--- src/rtl/muldiv_pkg.sv ---
// Shared types and opcode helpers for the iterative RV32M multiply/divide unit.
// The optional early-out behaviour (MULDIV_EARLY_OUT_EN) lives in muldiv_unit.
package muldiv_pkg;

  typedef enum logic [2:0] {
    OP_MUL    = 3'b000,
    OP_MULH   = 3'b001,
    OP_MULHSU = 3'b010,
    OP_MULHU  = 3'b011,
    OP_DIV    = 3'b100,
    OP_DIVU   = 3'b101,
    OP_REM    = 3'b110,
    OP_REMU   = 3'b111
  } muldiv_op_e;

  typedef enum logic [1:0] {
    ST_IDLE,
    ST_CALC,
    ST_DONE
  } muldiv_state_e;

  function automatic logic is_div(muldiv_op_e op);
    return op[2];
  endfunction

  function automatic logic is_rem(muldiv_op_e op);
    return (op == OP_REM) || (op == OP_REMU);
  endfunction

  function automatic logic is_signed_div(muldiv_op_e op);
    return (op == OP_DIV) || (op == OP_REM);
  endfunction

  function automatic logic op1_signed(muldiv_op_e op);
    return (op == OP_MULH) || (op == OP_MULHSU) || (op == OP_DIV) || (op == OP_REM);
  endfunction

  function automatic logic op2_signed(muldiv_op_e op);
    return (op == OP_MULH) || (op == OP_DIV) || (op == OP_REM);
  endfunction

endpackage

--- src/rtl/muldiv_step.sv ---
// One iteration of the shared datapath: shift-add multiply step or restoring
// divide step on a 2*DATA_WIDTH accumulator {hi, lo}.
module muldiv_step #(
  parameter int DATA_WIDTH = 32
) (
  input  logic [2*DATA_WIDTH-1:0] acc_i,
  input  logic                    is_div_i,
  input  logic [DATA_WIDTH-1:0]   operand_i,
  output logic [2*DATA_WIDTH-1:0] acc_o,
  output logic                    q_bit_o
);

  logic [DATA_WIDTH:0] sum;
  logic [DATA_WIDTH:0] partial;
  logic [DATA_WIDTH:0] diff;

  always_comb begin
    // NOTE: every output gets a default first so no path can infer a latch.
    acc_o   = '0;
    q_bit_o = 1'b0;

    // Multiply: lo holds the multiplier; the carry of hi+multiplicand shifts into the top.
    sum = {1'b0, acc_i[2*DATA_WIDTH-1:DATA_WIDTH]}
        + (acc_i[0] ? {1'b0, operand_i} : '0);

    // Divide: the partial remainder is hi with the next dividend bit appended.
    partial = acc_i[2*DATA_WIDTH-1:DATA_WIDTH-1];
    diff    = partial - {1'b0, operand_i};

    if (is_div_i) begin
      q_bit_o = ~diff[DATA_WIDTH];
      acc_o   = {(q_bit_o ? diff[DATA_WIDTH-1:0] : partial[DATA_WIDTH-1:0]),
                 acc_i[DATA_WIDTH-2:0], q_bit_o};
    end else begin
      acc_o   = {sum, acc_i[DATA_WIDTH-1:1]};
    end
  end

endmodule

--- src/rtl/muldiv_unit.sv ---
// Iterative RV32M multiply/divide unit with valid/ready in and out, fixed
// DATA_WIDTH-cycle latency; MULDIV_EARLY_OUT_EN short-cuts div-by-zero/overflow.
module muldiv_unit
  import muldiv_pkg::*;
#(
  parameter int DATA_WIDTH = 32,
  parameter int CTRL_WIDTH = 3
) (
  input  logic                  clk,
  input  logic                  rst_n,
  input  logic                  in_valid,
  output logic                  in_ready,
  input  logic [CTRL_WIDTH-1:0] op,
  input  logic [DATA_WIDTH-1:0] op1,
  input  logic [DATA_WIDTH-1:0] op2,
  input  logic                  flush,
  output logic                  out_valid,
  input  logic                  out_ready,
  output logic [DATA_WIDTH-1:0] result,
  output logic                  zero
);

  localparam int CNT_W = $clog2(DATA_WIDTH);

  muldiv_state_e           state_q;
  logic                    out_valid_q;
  logic [DATA_WIDTH-1:0]   result_q;
  logic                    zero_q;

  muldiv_op_e              op_q;
  logic                    neg_q;
  logic                    div0_q;
  logic [CNT_W-1:0]        cnt_q;
  logic [DATA_WIDTH-1:0]   opnd_q;
  logic [2*DATA_WIDTH-1:0] acc_q;

  muldiv_op_e              op_in;
  logic                    sgn1, sgn2;
  logic [DATA_WIDTH-1:0]   mag1, mag2;
  logic                    neg_d, div0_d, accept;
  logic [2*DATA_WIDTH-1:0] step_acc, prod_fix;
  logic                    step_q;
  logic [DATA_WIDTH-1:0]   quot, rem, final_res;

  assign in_ready  = (state_q == ST_IDLE);
  assign out_valid = out_valid_q;
  assign result    = result_q;
  assign zero      = zero_q;

  always_comb begin
    op_in  = muldiv_op_e'(op[2:0]);
    sgn1   = op1_signed(op_in) && op1[DATA_WIDTH-1];
    sgn2   = op2_signed(op_in) && op2[DATA_WIDTH-1];
    mag1   = sgn1 ? -op1 : op1;
    mag2   = sgn2 ? -op2 : op2;
    // A remainder follows the dividend's sign; products and quotients use the XOR.
    neg_d  = is_rem(op_in) ? sgn1 : (sgn1 ^ sgn2);
    div0_d = is_div(op_in) && (op2 == '0);
    accept = in_valid && (state_q == ST_IDLE) && !flush;
  end

`ifdef MULDIV_EARLY_OUT_EN
  logic                  ovf_d;
  logic [DATA_WIDTH-1:0] special_res;

  always_comb begin
    ovf_d = is_signed_div(op_in) && (op1 == {1'b1, {(DATA_WIDTH-1){1'b0}}}) && (op2 == '1);
    if (div0_d) special_res = is_rem(op_in) ? op1 : '1;
    else        special_res = is_rem(op_in) ? '0  : op1;
  end
`endif

  muldiv_step #(.DATA_WIDTH(DATA_WIDTH)) u_step (
    .acc_i     (acc_q),
    .is_div_i  (is_div(op_q)),
    .operand_i (opnd_q),
    .acc_o     (step_acc),
    .q_bit_o   (step_q)
  );

  // The result is taken from the final iteration's output in the same cycle.
  always_comb begin
    prod_fix = neg_q ? -step_acc : step_acc;
    quot     = {step_acc[DATA_WIDTH-1:1], step_q};
    rem      = step_acc[2*DATA_WIDTH-1:DATA_WIDTH];
    case (op_q)
      OP_MUL:                       final_res = prod_fix[DATA_WIDTH-1:0];
      OP_MULH, OP_MULHSU, OP_MULHU: final_res = prod_fix[2*DATA_WIDTH-1:DATA_WIDTH];
      OP_DIV, OP_DIVU:              final_res = div0_q ? '1 : (neg_q ? -quot : quot);
      default:                      final_res = neg_q ? -rem : rem;
    endcase
  end

  // NOTE: datapath registers carry no reset; they are always loaded on accept before use.
  always_ff @(posedge clk) begin
    if (accept) begin
      op_q   <= op_in;
      neg_q  <= neg_d;
      div0_q <= div0_d;
      cnt_q  <= CNT_W'(DATA_WIDTH-1);
      opnd_q <= is_div(op_in) ? mag2 : mag1;
      acc_q  <= {{DATA_WIDTH{1'b0}}, (is_div(op_in) ? mag1 : mag2)};
    end else if (state_q == ST_CALC) begin
      acc_q  <= step_acc;
      cnt_q  <= cnt_q - CNT_W'(1);
    end
  end

  // NOTE: sequential state uses non-blocking assignments so every flop samples pre-edge values.
  always_ff @(posedge clk) begin
    if (!rst_n) begin
      state_q     <= ST_IDLE;
      out_valid_q <= 1'b0;
      result_q    <= '0;
      zero_q      <= 1'b1;
    end else if (flush) begin
      state_q     <= ST_IDLE;
      out_valid_q <= 1'b0;
    end else begin
      case (state_q)
        ST_IDLE: if (in_valid) begin
`ifdef MULDIV_EARLY_OUT_EN
          if (div0_d || ovf_d) begin
            result_q    <= special_res;
            zero_q      <= (special_res == '0);
            out_valid_q <= 1'b1;
            state_q     <= ST_DONE;
          end else begin
            state_q     <= ST_CALC;
          end
`else
          state_q <= ST_CALC;
`endif
        end
        ST_CALC: if (cnt_q == '0) begin
          result_q    <= final_res;
          zero_q      <= (final_res == '0);
          out_valid_q <= 1'b1;
          state_q     <= ST_DONE;
        end
        ST_DONE: if (out_ready) begin
          out_valid_q <= 1'b0;
          state_q     <= ST_IDLE;
        end
        default: state_q <= ST_IDLE;
      endcase
    end
  end

endmodule

--- config.mk ---
export PLATFORM = sky130hd
export DESIGN_NAME = muldiv_unit
export DESIGN_NICKNAME = d
export VERILOG_FILES = /design/src/rtl/muldiv_pkg.sv /design/src/rtl/muldiv_step.sv /design/src/rtl/muldiv_unit.sv
export SDC_FILE = /design/constraint.sdc
export NUM_CORES = 1
export LEC_CHECK = 0
export CELL_PAD_IN_SITES_DETAIL_PLACEMENT = 1
export CELL_PAD_IN_SITES_GLOBAL_PLACEMENT = 1
export CORE_ASPECT_RATIO = 0.8
export CORE_MARGIN = 2
export CORE_UTILIZATION = 30
export DETAILED_ROUTE_END_ITERATION = 7
export PLACE_DENSITY_LB_ADDON = 0.15
export RECOVER_POWER = 50
export SLEW_MARGIN = 10
export SYNTH_ARGS = -nofsm -noshare
export SYNTH_HDL_FRONTEND = slang
export SYNTH_SLANG_ARGS = --single-unit
export TNS_END_PERCENT = 30
--- constraint.sdc ---
create_clock -name clk -period 7 [get_ports clk]
set_input_delay 1.4 -clock clk [delete_from_list [all_inputs] [get_ports clk]]
set_output_delay 1.4 -clock clk [all_outputs]
set_load 0.05 [all_outputs]
==> run_results.csv <==
group,metric,value,unit
power_and_ir_drop,leakage,7.57,nW
logic_synthesis,synth.avg_cell_area,7.52,sq um
sta,fin_crit_sh,95.9,%
clock_network,cts_tree,"yes",
critical_path,critPathRequiredTime,7.41,ns
sta,grt_setup_unrepaired,"no",
finish,finalNetCount,2505,
placed_design,dp.cells,3102,
logic_synthesis,dominantRegCellSynth,"dfxtp_1",
run_status,status,"finished with violations",
finish,drive_above_1_share,7.62,%
floorplanning,dieWidth,273,microns
power_and_ir_drop,ir_drop,0.000158,V
floorplanning,fp.dieH,219,microns
hold_path,hold_path.class,"reg -> reg",
grt,grt_pass1_wl,132,mm
clock_network,ctsResizeCount,0,
detailed_routing,wirelength,90.6,mm
finish,final_util,34.9,%
finish,n_antenna_cell,0,
logic_synthesis,synth_cells,2305,
sta,setup_viol,0,
logic_synthesis,synth-seq-cells,142,
sta,whs,0.464,ns
sta,fin_setup_tns,0,ns
sta,fin_crit,6.71,ns
detailed_routing,via_per_inst,6.17,
clock_network,cts_made_buffers,17,
floorplanning,core_area,0.0569,sq mm
grt,grt_pass1_vias,18900,
clock_network,insertion_delay,0.47,ns
clock_network,clk_pin_slew_worst_paths,0.08,ns
grt,grt_max_degree,70,
sta,slew_violations,201,
placed_design,dp_hpwl,72.7,mm
critical_path,worst_path_max_delay_cell,"or4_1",
detailed_routing,dr.pass1.iters,5,
floorplanning,top_level_ports,107,
critical_path,path_cells,"ha_1, a21oi_1, o21ai_1, a211oi_2, or3_4, nand4_1, buf_4, a21boi_0, o31a_1, or4_1, nor4_1, nand2_1, a211oi_1, o211ai_1, nor4_1, nand4_1, o21ai_1",
critical_path,slowest_delay,0.72,ns
finish,layout_common_cells,"nand2_1, nor2_1, a21oi_1",
logic_synthesis,synth_fp_nets,2449,
critical_path,cp-end-kind,"flop",
critical_path,start_kind,"flop",
finish,final_common_cell,"nand2_1",
run,maxCapViolations,4,
finish,area_delta_synth_final,14.6,%
logic_synthesis,yosysUniqueCellTypes,109,
clock_network,clock-sinks,142,
logic_synthesis,yosysSeqAreaShare,20.4,%
clock_network,post_cts_buffers,0,
floorplanning,start_util,30.4,%
sta,fin_worst_skew,0.0163,ns
critical_path,criticalPathCategory,"reg -> reg",
logic_synthesis,async_flop_share,0,%
logic_synthesis,syn_area,0.0173,sq mm
logic_synthesis,ys_warn_count,0,
finish,finalInstanceArea,0.0199,sq mm
placed_design,dpl-instance-area,0.0193,sq mm
clock_network,cts_hold_buf,0,
finish,fin_cells,3134,
placed_design,place.gp.congestion,0.988,
detailed_routing,wl_per_cell,28.9,microns
critical_path,crit_fanout,13,
clock_network,htreeDepth,4,
run_status,failed_checks,"max-capacitance violations, max-slew violations",
clock_network,clk_path_buf_depth,2,
sta,final-hold-violation-count,0,
floorplanning,rows,78,
placed_design,io_buffer_count,106,
logic_synthesis,synth_edf_count,69,
detailed_routing,drtAntennaViolNets,0,
sta,fmax,0.149,GHz
detailed_routing,drtIter0Drc,2051,
clock_network,clock_tree.root_cell,"clkbuf_16",
grt,grt_usage,30.0,%
grt,overflow,0,
detailed_routing,drcViolationCount,0,
sta,slew_headroom,-194,%
floorplanning,die_area,0.0597,sq mm
power_and_ir_drop,p_per_area,237,mW/mm^2
grt,antenna_found_initial,3,
sta,tightest_slew,4.41,ns
critical_path,arrival,7.12,ns
detailed_routing,vias,19300,
## sequential cells by signal, summed over array words and instances, names as in the netlist
register and flops:
cnt_q 5, div0_q 1, acc_q 64, neg_q 1, out_valid 1, op_q 3, result 32, state_q 2
opnd_q 32, zero 1
## cells by family (layout without fill, tap and decap cells)
logic type	count (synthesis)	after routing	share of synthesized area [%]
xor+xnor	177	177	8.95
mux	129	129	7.58
flops	142	142	20.4
buf+inv	208	277	4.99
simple gates	853	853	24.7
fa+ha+maj	72	72	5.29
compound gates	724	724	28.1
## cell usage after synthesis, drive strengths merged (10+ instances only)
library cell,number,area share [%]
nand3,51,1.5
and3,24,0.87
o211ai,24,1.0
nand2b,21,0.76
a21oi,184,5.4
a22o,17,0.86
and2,66,2.4
nor3,73,2.2
a2111oi,10,0.51
o21ai,174,5.0
clkbuf,93,2.0
o41ai,20,1.3
a31oi,43,1.7
or4,16,0.74
or2,14,0.51
nand2,242,5.3
buf,51,1.6
inv,64,1.4
a221oi,11,0.63
a21o,40,1.7
dfxtp,73,8.4
nand4,36,1.3
or3,22,0.82
nor4,35,1.4
xnor2,99,5.0
mux2,18,1.2
a21boi,26,1.1
o31ai,34,1.6
mux2i,111,6.4
xor2,78,3.9
a211oi,16,0.72
nor2,198,4.3
nor3b,14,0.61
a22oi,10,0.43
edfxtp,69,12
o22ai,10,0.36
ha,70,5.1
## worst max-delay path, delay by kind of cell (launching register included)
family	cells	cell delay, ns
buffers and inverters	1	0.38
and+or+nand+nor	7	3.04
adders and majority gates	1	0.52
AOI/OAI and AO/OA	8	2.28
DFF	1	0.40
## through the flow
step	total power, mW	setup slack [ns]
finish	4.70	0.286
global route	4.89	0.00585
CTS	4.63	0.563
detailed placement	3.66	0.582
global placement	3.64	0.628
floorplan	2.62	1.61
## final cells by class
class                           count  area (sq um)
Fill cell                        6997         37000
Multi-Input combinational cell   1955         12900
Sequential cell                   142          3530
Timing Repair Buffer              181          1620
Tap cell                          760           951
Clock buffer                       23           492
Inverter                           64           240
Clock inverter                      9          82.6
## path summary, 6_finish.rpt
path / from / endpoint / slack, ns / cells past startpoint
worst min-delay path: result[28]$_SDFFE_PN0P_ / result[28]$_SDFFE_PN0P_ / 0.46 / 2
worst max register to register: acc_q[48]$_SDFFE_PP0P_ / zero$_SDFFE_PN1P_ / 0.29 / 17
worst max-delay path: acc_q[48]$_SDFFE_PP0P_ / zero$_SDFFE_PN1P_ / 0.29 / 17
worst min register to register: result[28]$_SDFFE_PN0P_ / result[28]$_SDFFE_PN0P_ / 0.46 / 2
## power breakdown
part	internal, mW	leakage [nW]	switching, mW
clock	0.532	0.285	0.427
sequential	0.961	1.24	0.126
combinational	0.860	6.04	1.79
total	2.35	7.57	2.34
## per-layer routing
metal | GRT usage (%) | vias up | part of all wire, %
met5 | 0 | - | 0
met3 | 5.68 | 86 | 8.5
met4 | 6.81 | 0 | 2.0
li1 | - | 8703 | -
met2 | 45.6 | 824 | 43
met1 | 43.4 | 9717 | 46
(Power assumes the default switching activity.)
